===== config.mk =====
export PLATFORM = sky130hd
export DESIGN_NAME = grayscale_arbiter
export DESIGN_NICKNAME = d
export VERILOG_FILES = /design/src/rtl/gray_pkg.sv /design/src/rtl/luma_shift_add.sv /design/src/rtl/grayscale_arbiter.sv
export SDC_FILE = /design/constraint.sdc
export NUM_CORES = 1
export LEC_CHECK = 0
export ABC_AREA = 0
export CAP_MARGIN = 10
export CORE_ASPECT_RATIO = 1.75
export CORE_MARGIN = 3
export CORE_UTILIZATION = 54
export DETAILED_ROUTE_END_ITERATION = 10
export GPL_ROUTABILITY_DRIVEN = 0
export GPL_TIMING_DRIVEN = 0
export MAX_ROUTING_LAYER = met4
export PLACE_DENSITY_LB_ADDON = 0.15
export SLEW_MARGIN = 20
export SYNTH_ARGS = -nofsm -noshare
export SYNTH_HDL_FRONTEND = slang
export SYNTH_SLANG_ARGS = --single-unit
export TNS_END_PERCENT = 100

===== constraint.sdc =====
create_clock -name I_CLK -period 8.35 [get_ports I_CLK]
set_input_delay 1.67 -clock I_CLK [delete_from_list [all_inputs] [get_ports I_CLK]]
set_output_delay 1.67 -clock I_CLK [all_outputs]
set_load 0.01 [all_outputs]

===== src/rtl/gray_pkg.sv =====
// Shared types and constants for grayscale_arbiter: FSM encoding, luma shift
// taps and the width of the optional grant statistics counters.
package gray_pkg;

    typedef enum logic [1:0] {
        IDLE = 2'd0,
        GNT0 = 2'd1,
        GNT1 = 2'd2
    } arb_state_e;

    localparam int CNT_W   = 4;
    localparam int STATS_W = 16;

    // Shift amounts approximating Y = 0.299 R + 0.587 G + 0.114 B.
    localparam int LUMA_R_SH0 = 2;
    localparam int LUMA_R_SH1 = 5;
    localparam int LUMA_R_SH2 = 6;
    localparam int LUMA_G_SH0 = 1;
    localparam int LUMA_G_SH1 = 4;
    localparam int LUMA_G_SH2 = 6;
    localparam int LUMA_G_SH3 = 7;
    localparam int LUMA_B_SH0 = 4;
    localparam int LUMA_B_SH1 = 5;
    localparam int LUMA_B_SH2 = 6;

    function automatic logic [STATS_W-1:0] stat_inc(input logic [STATS_W-1:0] v);
        return (v == {STATS_W{1'b1}}) ? v : v + STATS_W'(1);
    endfunction

endpackage


===== src/rtl/luma_shift_add.sv =====
// Combinational RGB-to-luma converter built only from truncated shifts and adds.
module luma_shift_add
    import gray_pkg::*;
#(
    parameter int P_SUBPIXEL_DEPTH = 8
) (
    input  logic [3*P_SUBPIXEL_DEPTH-1:0] i_rgb,
    output logic [P_SUBPIXEL_DEPTH-1:0]   o_y
);

    logic [P_SUBPIXEL_DEPTH-1:0] w_r;
    logic [P_SUBPIXEL_DEPTH-1:0] w_g;
    logic [P_SUBPIXEL_DEPTH-1:0] w_b;

    assign w_r = i_rgb[3*P_SUBPIXEL_DEPTH-1 -: P_SUBPIXEL_DEPTH];
    assign w_g = i_rgb[2*P_SUBPIXEL_DEPTH-1 -: P_SUBPIXEL_DEPTH];
    assign w_b = i_rgb[P_SUBPIXEL_DEPTH-1:0];

    // Coefficients sum below one, so the subpixel-width sum cannot wrap.
    assign o_y = (w_r >> LUMA_R_SH0) + (w_r >> LUMA_R_SH1) + (w_r >> LUMA_R_SH2)
               + (w_g >> LUMA_G_SH0) + (w_g >> LUMA_G_SH1) + (w_g >> LUMA_G_SH2)
               + (w_g >> LUMA_G_SH3)
               + (w_b >> LUMA_B_SH0) + (w_b >> LUMA_B_SH1) + (w_b >> LUMA_B_SH2);

endmodule


===== src/rtl/grayscale_arbiter.sv =====
// Burst-limited round-robin arbiter feeding a 2-stage stallable luma pipeline.
// Define GRAYSCALE_ARB_STATS_EN to add saturating per-requester grant counters.
module grayscale_arbiter
    import gray_pkg::*;
#(
    parameter int P_PIXEL_DEPTH    = 24,
    parameter int P_SUBPIXEL_DEPTH = P_PIXEL_DEPTH / 3,
    parameter int P_MAX_BURST      = 4
) (
    input  logic                        I_CLK,
    input  logic                        I_RESET_N,
    input  logic                        I_REQ0_VALID,
    input  logic [P_PIXEL_DEPTH-1:0]    I_REQ0_PIXEL,
    output logic                        O_REQ0_READY,
    input  logic                        I_REQ1_VALID,
    input  logic [P_PIXEL_DEPTH-1:0]    I_REQ1_PIXEL,
    output logic                        O_REQ1_READY,
    output logic                        O_VALID,
    output logic [P_SUBPIXEL_DEPTH-1:0] O_PIXEL,
    output logic                        O_ID,
    input  logic                        I_READY
`ifdef GRAYSCALE_ARB_STATS_EN
    ,
    output logic [STATS_W-1:0]          O_GNT_CNT0,
    output logic [STATS_W-1:0]          O_GNT_CNT1
`endif
);

    localparam logic [CNT_W-1:0] L_MAX = CNT_W'(P_MAX_BURST);

    arb_state_e                  r_state;
    arb_state_e                  w_state_nxt;
    logic [CNT_W-1:0]            r_cnt;
    logic [CNT_W-1:0]            w_cnt_nxt;
    logic [CNT_W-1:0]            w_cnt_base;
    logic                        r_last;

    logic                        w_cur;
    logic                        w_v_cur;
    logic                        w_v_oth;
    logic                        w_gnt_vld;
    logic                        w_gnt_id;
    logic                        w_switch;
    logic                        w_xfer;

    logic                        r_s1_valid;
    logic [P_PIXEL_DEPTH-1:0]    r_s1_rgb;
    logic                        r_s1_id;
    logic                        r_s2_valid;
    logic [P_SUBPIXEL_DEPTH-1:0] r_s2_pix;
    logic                        r_s2_id;
    logic                        w_s1_en;
    logic                        w_s2_en;
    logic [P_SUBPIXEL_DEPTH-1:0] w_luma;

    assign w_s2_en = !r_s2_valid || I_READY;
    assign w_s1_en = !r_s1_valid || w_s2_en;

    assign w_cur   = (r_state == GNT1);
    assign w_v_cur = w_cur ? I_REQ1_VALID : I_REQ0_VALID;
    assign w_v_oth = w_cur ? I_REQ0_VALID : I_REQ1_VALID;

    // Grant decision for this cycle, so a switch costs no dead cycle.
    always_comb begin
        w_gnt_vld = 1'b0;
        w_gnt_id  = 1'b0;
        w_switch  = 1'b0;
        case (r_state)
            IDLE: begin
                if (I_REQ0_VALID && I_REQ1_VALID) begin
                    w_gnt_vld = 1'b1;
                    w_gnt_id  = ~r_last;
                    w_switch  = 1'b1;
                end else if (I_REQ0_VALID || I_REQ1_VALID) begin
                    w_gnt_vld = 1'b1;
                    w_gnt_id  = I_REQ1_VALID;
                    w_switch  = 1'b1;
                end else begin
                    w_gnt_vld = 1'b0;
                end
            end
            GNT0, GNT1: begin
                if (w_v_cur && !(w_v_oth && (r_cnt >= L_MAX))) begin
                    w_gnt_vld = 1'b1;
                    w_gnt_id  = w_cur;
                end else if (w_v_oth) begin
                    w_gnt_vld = 1'b1;
                    w_gnt_id  = ~w_cur;
                    w_switch  = 1'b1;
                end else begin
                    w_gnt_vld = 1'b0;
                end
            end
            default: begin
                w_gnt_vld = 1'b0;
            end
        endcase
    end

    // Readies are forced low while reset is asserted, independent of the clock.
    assign w_xfer       = w_gnt_vld && w_s1_en && I_RESET_N;
    assign O_REQ0_READY = w_xfer && !w_gnt_id;
    assign O_REQ1_READY = w_xfer && w_gnt_id;

    // Next FSM state and saturating burst count.
    always_comb begin
        w_state_nxt = IDLE;
        w_cnt_nxt   = {CNT_W{1'b0}};
        w_cnt_base  = {CNT_W{1'b0}};
        if (w_gnt_vld) begin
            w_state_nxt = w_gnt_id ? GNT1 : GNT0;
            w_cnt_base  = w_switch ? {CNT_W{1'b0}} : r_cnt;
            if (w_xfer && (w_cnt_base < L_MAX)) begin
                w_cnt_nxt = w_cnt_base + CNT_W'(1);
            end else begin
                w_cnt_nxt = w_cnt_base;
            end
        end else begin
            w_state_nxt = IDLE;
            w_cnt_nxt   = {CNT_W{1'b0}};
        end
    end

    // Arbiter state registers.
    always_ff @(posedge I_CLK or negedge I_RESET_N) begin
        if (!I_RESET_N) begin
            r_state <= IDLE;
            r_cnt   <= {CNT_W{1'b0}};
            r_last  <= 1'b1;
        end else begin
            r_state <= w_state_nxt;
            r_cnt   <= w_cnt_nxt;
            if (w_xfer) begin
                r_last <= w_gnt_id;
            end
        end
    end

    luma_shift_add #(
        .P_SUBPIXEL_DEPTH (P_SUBPIXEL_DEPTH)
    ) u_luma (
        .i_rgb (r_s1_rgb),
        .o_y   (w_luma)
    );

    // Stage 1 holds the granted RGB, stage 2 its luma; each advances only when enabled.
    always_ff @(posedge I_CLK or negedge I_RESET_N) begin
        if (!I_RESET_N) begin
            r_s1_valid <= 1'b0;
            r_s1_rgb   <= {P_PIXEL_DEPTH{1'b0}};
            r_s1_id    <= 1'b0;
            r_s2_valid <= 1'b0;
            r_s2_pix   <= {P_SUBPIXEL_DEPTH{1'b0}};
            r_s2_id    <= 1'b0;
        end else begin
            if (w_s1_en) begin
                r_s1_valid <= w_xfer;
                if (w_xfer) begin
                    r_s1_rgb <= w_gnt_id ? I_REQ1_PIXEL : I_REQ0_PIXEL;
                    r_s1_id  <= w_gnt_id;
                end
            end
            if (w_s2_en) begin
                r_s2_valid <= r_s1_valid;
                if (r_s1_valid) begin
                    r_s2_pix <= w_luma;
                    r_s2_id  <= r_s1_id;
                end
            end
        end
    end

    assign O_VALID = r_s2_valid;
    assign O_PIXEL = r_s2_pix;
    assign O_ID    = r_s2_id;

`ifdef GRAYSCALE_ARB_STATS_EN
    logic [STATS_W-1:0] r_gnt_cnt0;
    logic [STATS_W-1:0] r_gnt_cnt1;

    // Saturating accepted-transfer counters per requester.
    always_ff @(posedge I_CLK or negedge I_RESET_N) begin
        if (!I_RESET_N) begin
            r_gnt_cnt0 <= {STATS_W{1'b0}};
            r_gnt_cnt1 <= {STATS_W{1'b0}};
        end else begin
            if (O_REQ0_READY && I_REQ0_VALID) begin
                r_gnt_cnt0 <= stat_inc(r_gnt_cnt0);
            end
            if (O_REQ1_READY && I_REQ1_VALID) begin
                r_gnt_cnt1 <= stat_inc(r_gnt_cnt1);
            end
        end
    end

    assign O_GNT_CNT0 = r_gnt_cnt0;
    assign O_GNT_CNT1 = r_gnt_cnt1;
`endif

endmodule


==> impl_metrics.tcl <==
set metrics [dict create \
    final.hold.worst_slack_ns 0.477 \
    top_level_ports 65 \
    die-height_um 98.8 \
    fin_nets 417 \
    groute.usage.overall_pct 19.8 \
    fin_tns_setup_ns 0 \
    holdPathStages 2 \
    rsz0062_at_grt "false" \
    cp_max_fo 10 \
    synth-compound-area-share_pct 12.2 \
    drive_gt1_share_pct 7.50 \
    chipWidth_um 59.0 \
    cts_hold_buffers 0 \
    post_cts_resize_count 0 \
    arrival_ns 3.97 \
    synth-simple-area-share_pct 9.94 \
    syn_nets 359 \
    ctsRootBufferMaster "sky130_fd_sc_hd__clkbuf_8" \
    drt_pass1_iterations 4 \
    yosys-mux-area-fraction_pct 7.68 \
    antenna_left 0 \
    clock_tree.htree_level_count 2 \
    post_cts_buffers 0 \
    diodes 0 \
    routed_wirelength_um 4860 \
    synthesis.yosys.warnings 0 \
    clock_latency_of_the_later_clocked_register_in_the_worst_skew_pair_ns 0.28 \
    holdCritPathClass "flip-flop to flip-flop" \
    mappedNetlistArea_sq_um 2660 \
    fp-row-count 33 \
    detail_route.vias_per_cell 5.26 \
    drt-wirelength-per-cell_um 13.1 \
    syn_avg_cell_area_sq_um 10.2 \
    slew-limit-headroom_pct 62.1 \
    startpoint_type "primary input" \
    grt_antenna_before_repair 0 \
    synth-edff-count 0 \
    globalRouteOverflowTotal 0 \
    vias_in_the_first_global_route 2032 \
    maxCapViolCount 0 \
    dp_hpwl_um 4180 \
    detailedPlace.worstSlack_ns 2.73 \
    clockBufferDepth 2 \
    postSynthRegisterBits 36 \
    tritoncts "yes" \
    skew_ns 0.00612 \
    detail_route.iter0.violations 45 \
    timing_worst_setup_path_type "primary input to primary output" \
    worstRegToRegCells 16 \
    max_slew.worst_pin.slew_ns 0.569 \
    synth.yosys.seq_area_share_pct 34.0 \
    yosys.cell_types.count 38 \
    ys_async_sr_fraction_pct 100 \
    final_hold_violations 0 \
    slew_viol_final 0 \
    grt_pass1_wl_um 8660 \
    nFillCells 370 \
    outcome "finished clean" \
    clock-sinks 36 \
    cts_buffers 5 \
    dr_total_vias 1955 \
    combinational_family_with_the_most_area_after_synthesis "adder cells" \
    most-common-layout-cells "49 x sky130_fd_sc_hd__clkdlybuf4s50_1, 36 x sky130_fd_sc_hd__inv_1, 35 x sky130_fd_sc_hd__dfrtp_1, 34 x sky130_fd_sc_hd__nand2_1, 26 x sky130_fd_sc_hd__ha_1" \
    start_util_pct 56.4 \
    die_area_sq_um 5830 \
    core_region_area_sq_um 4710 \
    synth-xor-area-share_pct 3.30 \
    mostFrequentLayoutCell "sky130_fd_sc_hd__clkdlybuf4s50_1" \
    postSynthCellCount 261 \
    timing.fmax_ghz 0.177 \
    drc 0 \
    syn2layout_area_growth_pct 26.2 \
    adder_and_majority_cell_fraction_of_the_synthesized_area_pct 26.6 \
    buffer_ports.inserted 50 \
    clk_pin_slew_ns 0.07 \
    final_cell_count_no_fill 372 \
    synth_top_flop_cell "sky130_fd_sc_hd__dfrtp_1" \
    setup_violations 0 \
    place.detailed.instances 364 \
    min_clock_period_post_route_ns 5.64 \
    worstSetupEndpointType "primary output" \
    layout_setup_ws_ns 2.71 \
    layout_worst_path_cycle_share_pct 67.5 \
    grt_max_degree 24 \
    worst_ep_required_time_ns 6.68 \
]
==> critical path: stages <==
cell                              delay (ns)
sky130_fd_sc_hd__clkdlybuf4s50_1        0.58
sky130_fd_sc_hd__o22ai_1                0.16
sky130_fd_sc_hd__nor2_2                 0.28
sky130_fd_sc_hd__nand3_2                0.27
sky130_fd_sc_hd__clkbuf_1               0.29
sky130_fd_sc_hd__nor2_1                 0.16
sky130_fd_sc_hd__clkdlybuf4s50_1        0.55
==> flip-flops by register name, summed over array words and instances, names as in the netlist <==
| signal | cells |
|---|---|
| r_s1_rgb | 17 |
| O_PIXEL | 8 |
| r_cnt | 4 |
| r_state | 2 |
| O_ID | 1 |
| O_VALID | 1 |
| r_last | 1 |
| r_s1_id | 1 |
| r_s1_valid | 1 |
==> stage by stage <==
step           util, %  cell area [sq um]
2_1_floorplan        -               2660
3_3_place_gp      68.4               3220
3_5_place_dp      68.9               3240
4_1_cts           71.2               3350
5_1_grt           71.2               3350
6_report          71.2               3350
==> Yosys cell counts, types with 2 or more instances <==
| cell | n | area share, % |
|---|---|---|
| sky130_fd_sc_hd__mux2_2 | 3 | 1.3 |
| sky130_fd_sc_hd__nand2_1 | 34 | 4.8 |
| sky130_fd_sc_hd__nand2b_1 | 4 | 0.94 |
| sky130_fd_sc_hd__nor2_1 | 5 | 0.71 |
| sky130_fd_sc_hd__xor2_1 | 4 | 1.3 |
| sky130_fd_sc_hd__xnor2_1 | 6 | 2.0 |
| sky130_fd_sc_hd__nor2b_1 | 2 | 0.47 |
| sky130_fd_sc_hd__o21ai_1 | 20 | 3.8 |
| sky130_fd_sc_hd__a21o_1 | 5 | 1.4 |
| sky130_fd_sc_hd__o22ai_1 | 2 | 0.47 |
| sky130_fd_sc_hd__o21ai_0 | 10 | 1.9 |
| sky130_fd_sc_hd__nor3b_1 | 2 | 0.57 |
| sky130_fd_sc_hd__a21oi_1 | 6 | 1.1 |
| sky130_fd_sc_hd__ha_1 | 26 | 12 |
| sky130_fd_sc_hd__clkbuf_1 | 4 | 0.57 |
| sky130_fd_sc_hd__o211ai_1 | 2 | 0.57 |
| sky130_fd_sc_hd__mux2i_1 | 17 | 6.4 |
| sky130_fd_sc_hd__fa_1 | 19 | 14 |
| sky130_fd_sc_hd__o31ai_1 | 2 | 0.57 |
| sky130_fd_sc_hd__dfrtp_1 | 35 | 33 |
| sky130_fd_sc_hd__inv_1 | 36 | 5.1 |
==> cell families after synthesis <==
family / count (synthesis)
and+or+nand+nor: 56
AOI/OAI and AO/OA: 52
adders and majority gates: 45
buffers and inverters: 42
DFF: 36
muxes: 20
xor gates and xnor gates: 10
==> worst paths after layout <==
check	from	to	slack [ns]
setup / recovery	I_REQ1_VALID	O_REQ0_READY	2.71
min in group asynchronous	I_RESET_N	r_s1_rgb[9]$_DFFE_PN0P_	1.32
max in group asynchronous	I_RESET_N	r_last$_DFFE_PN1P_	6.51
hold reg to reg	O_PIXEL[5]$_DFFE_PN0P_	O_PIXEL[5]$_DFFE_PN0P_	0.48
setup reg to reg	r_s1_rgb[21]$_DFFE_PN0P_	O_PIXEL[7]$_DFFE_PN0P_	3.59
hold / removal	O_PIXEL[5]$_DFFE_PN0P_	O_PIXEL[5]$_DFFE_PN0P_	0.48
==> per-layer routing <==
metal | global-route usage (%) | vias up | share of wire, %
met1 | 20.6 | 925 | 37
met2 | 37.1 | 43 | 58
met5 | - | - | 0
met3 | 3.28 | 6 | 3.6
met4 | 4.54 | 0 | 1.2
li1 | - | 981 | -
==> final cells by class <==
class	count	area (sq um)	area share, %
Clock inverter	2	35.0	1.05
Multi-Input combinational cell	183	1580	47.3
Timing Repair Buffer	51	523	15.6
Buffer	6	33.8	1.01
Tap cell	52	65.1	1.94
Sequential cell	36	902	26.9
Inverter	36	135	4.03
Clock buffer	6	72.6	2.17
Power is left out: the tool's default activity adds up to more than one toggle a clock period on the data nets, which glitch-free logic cannot reach.
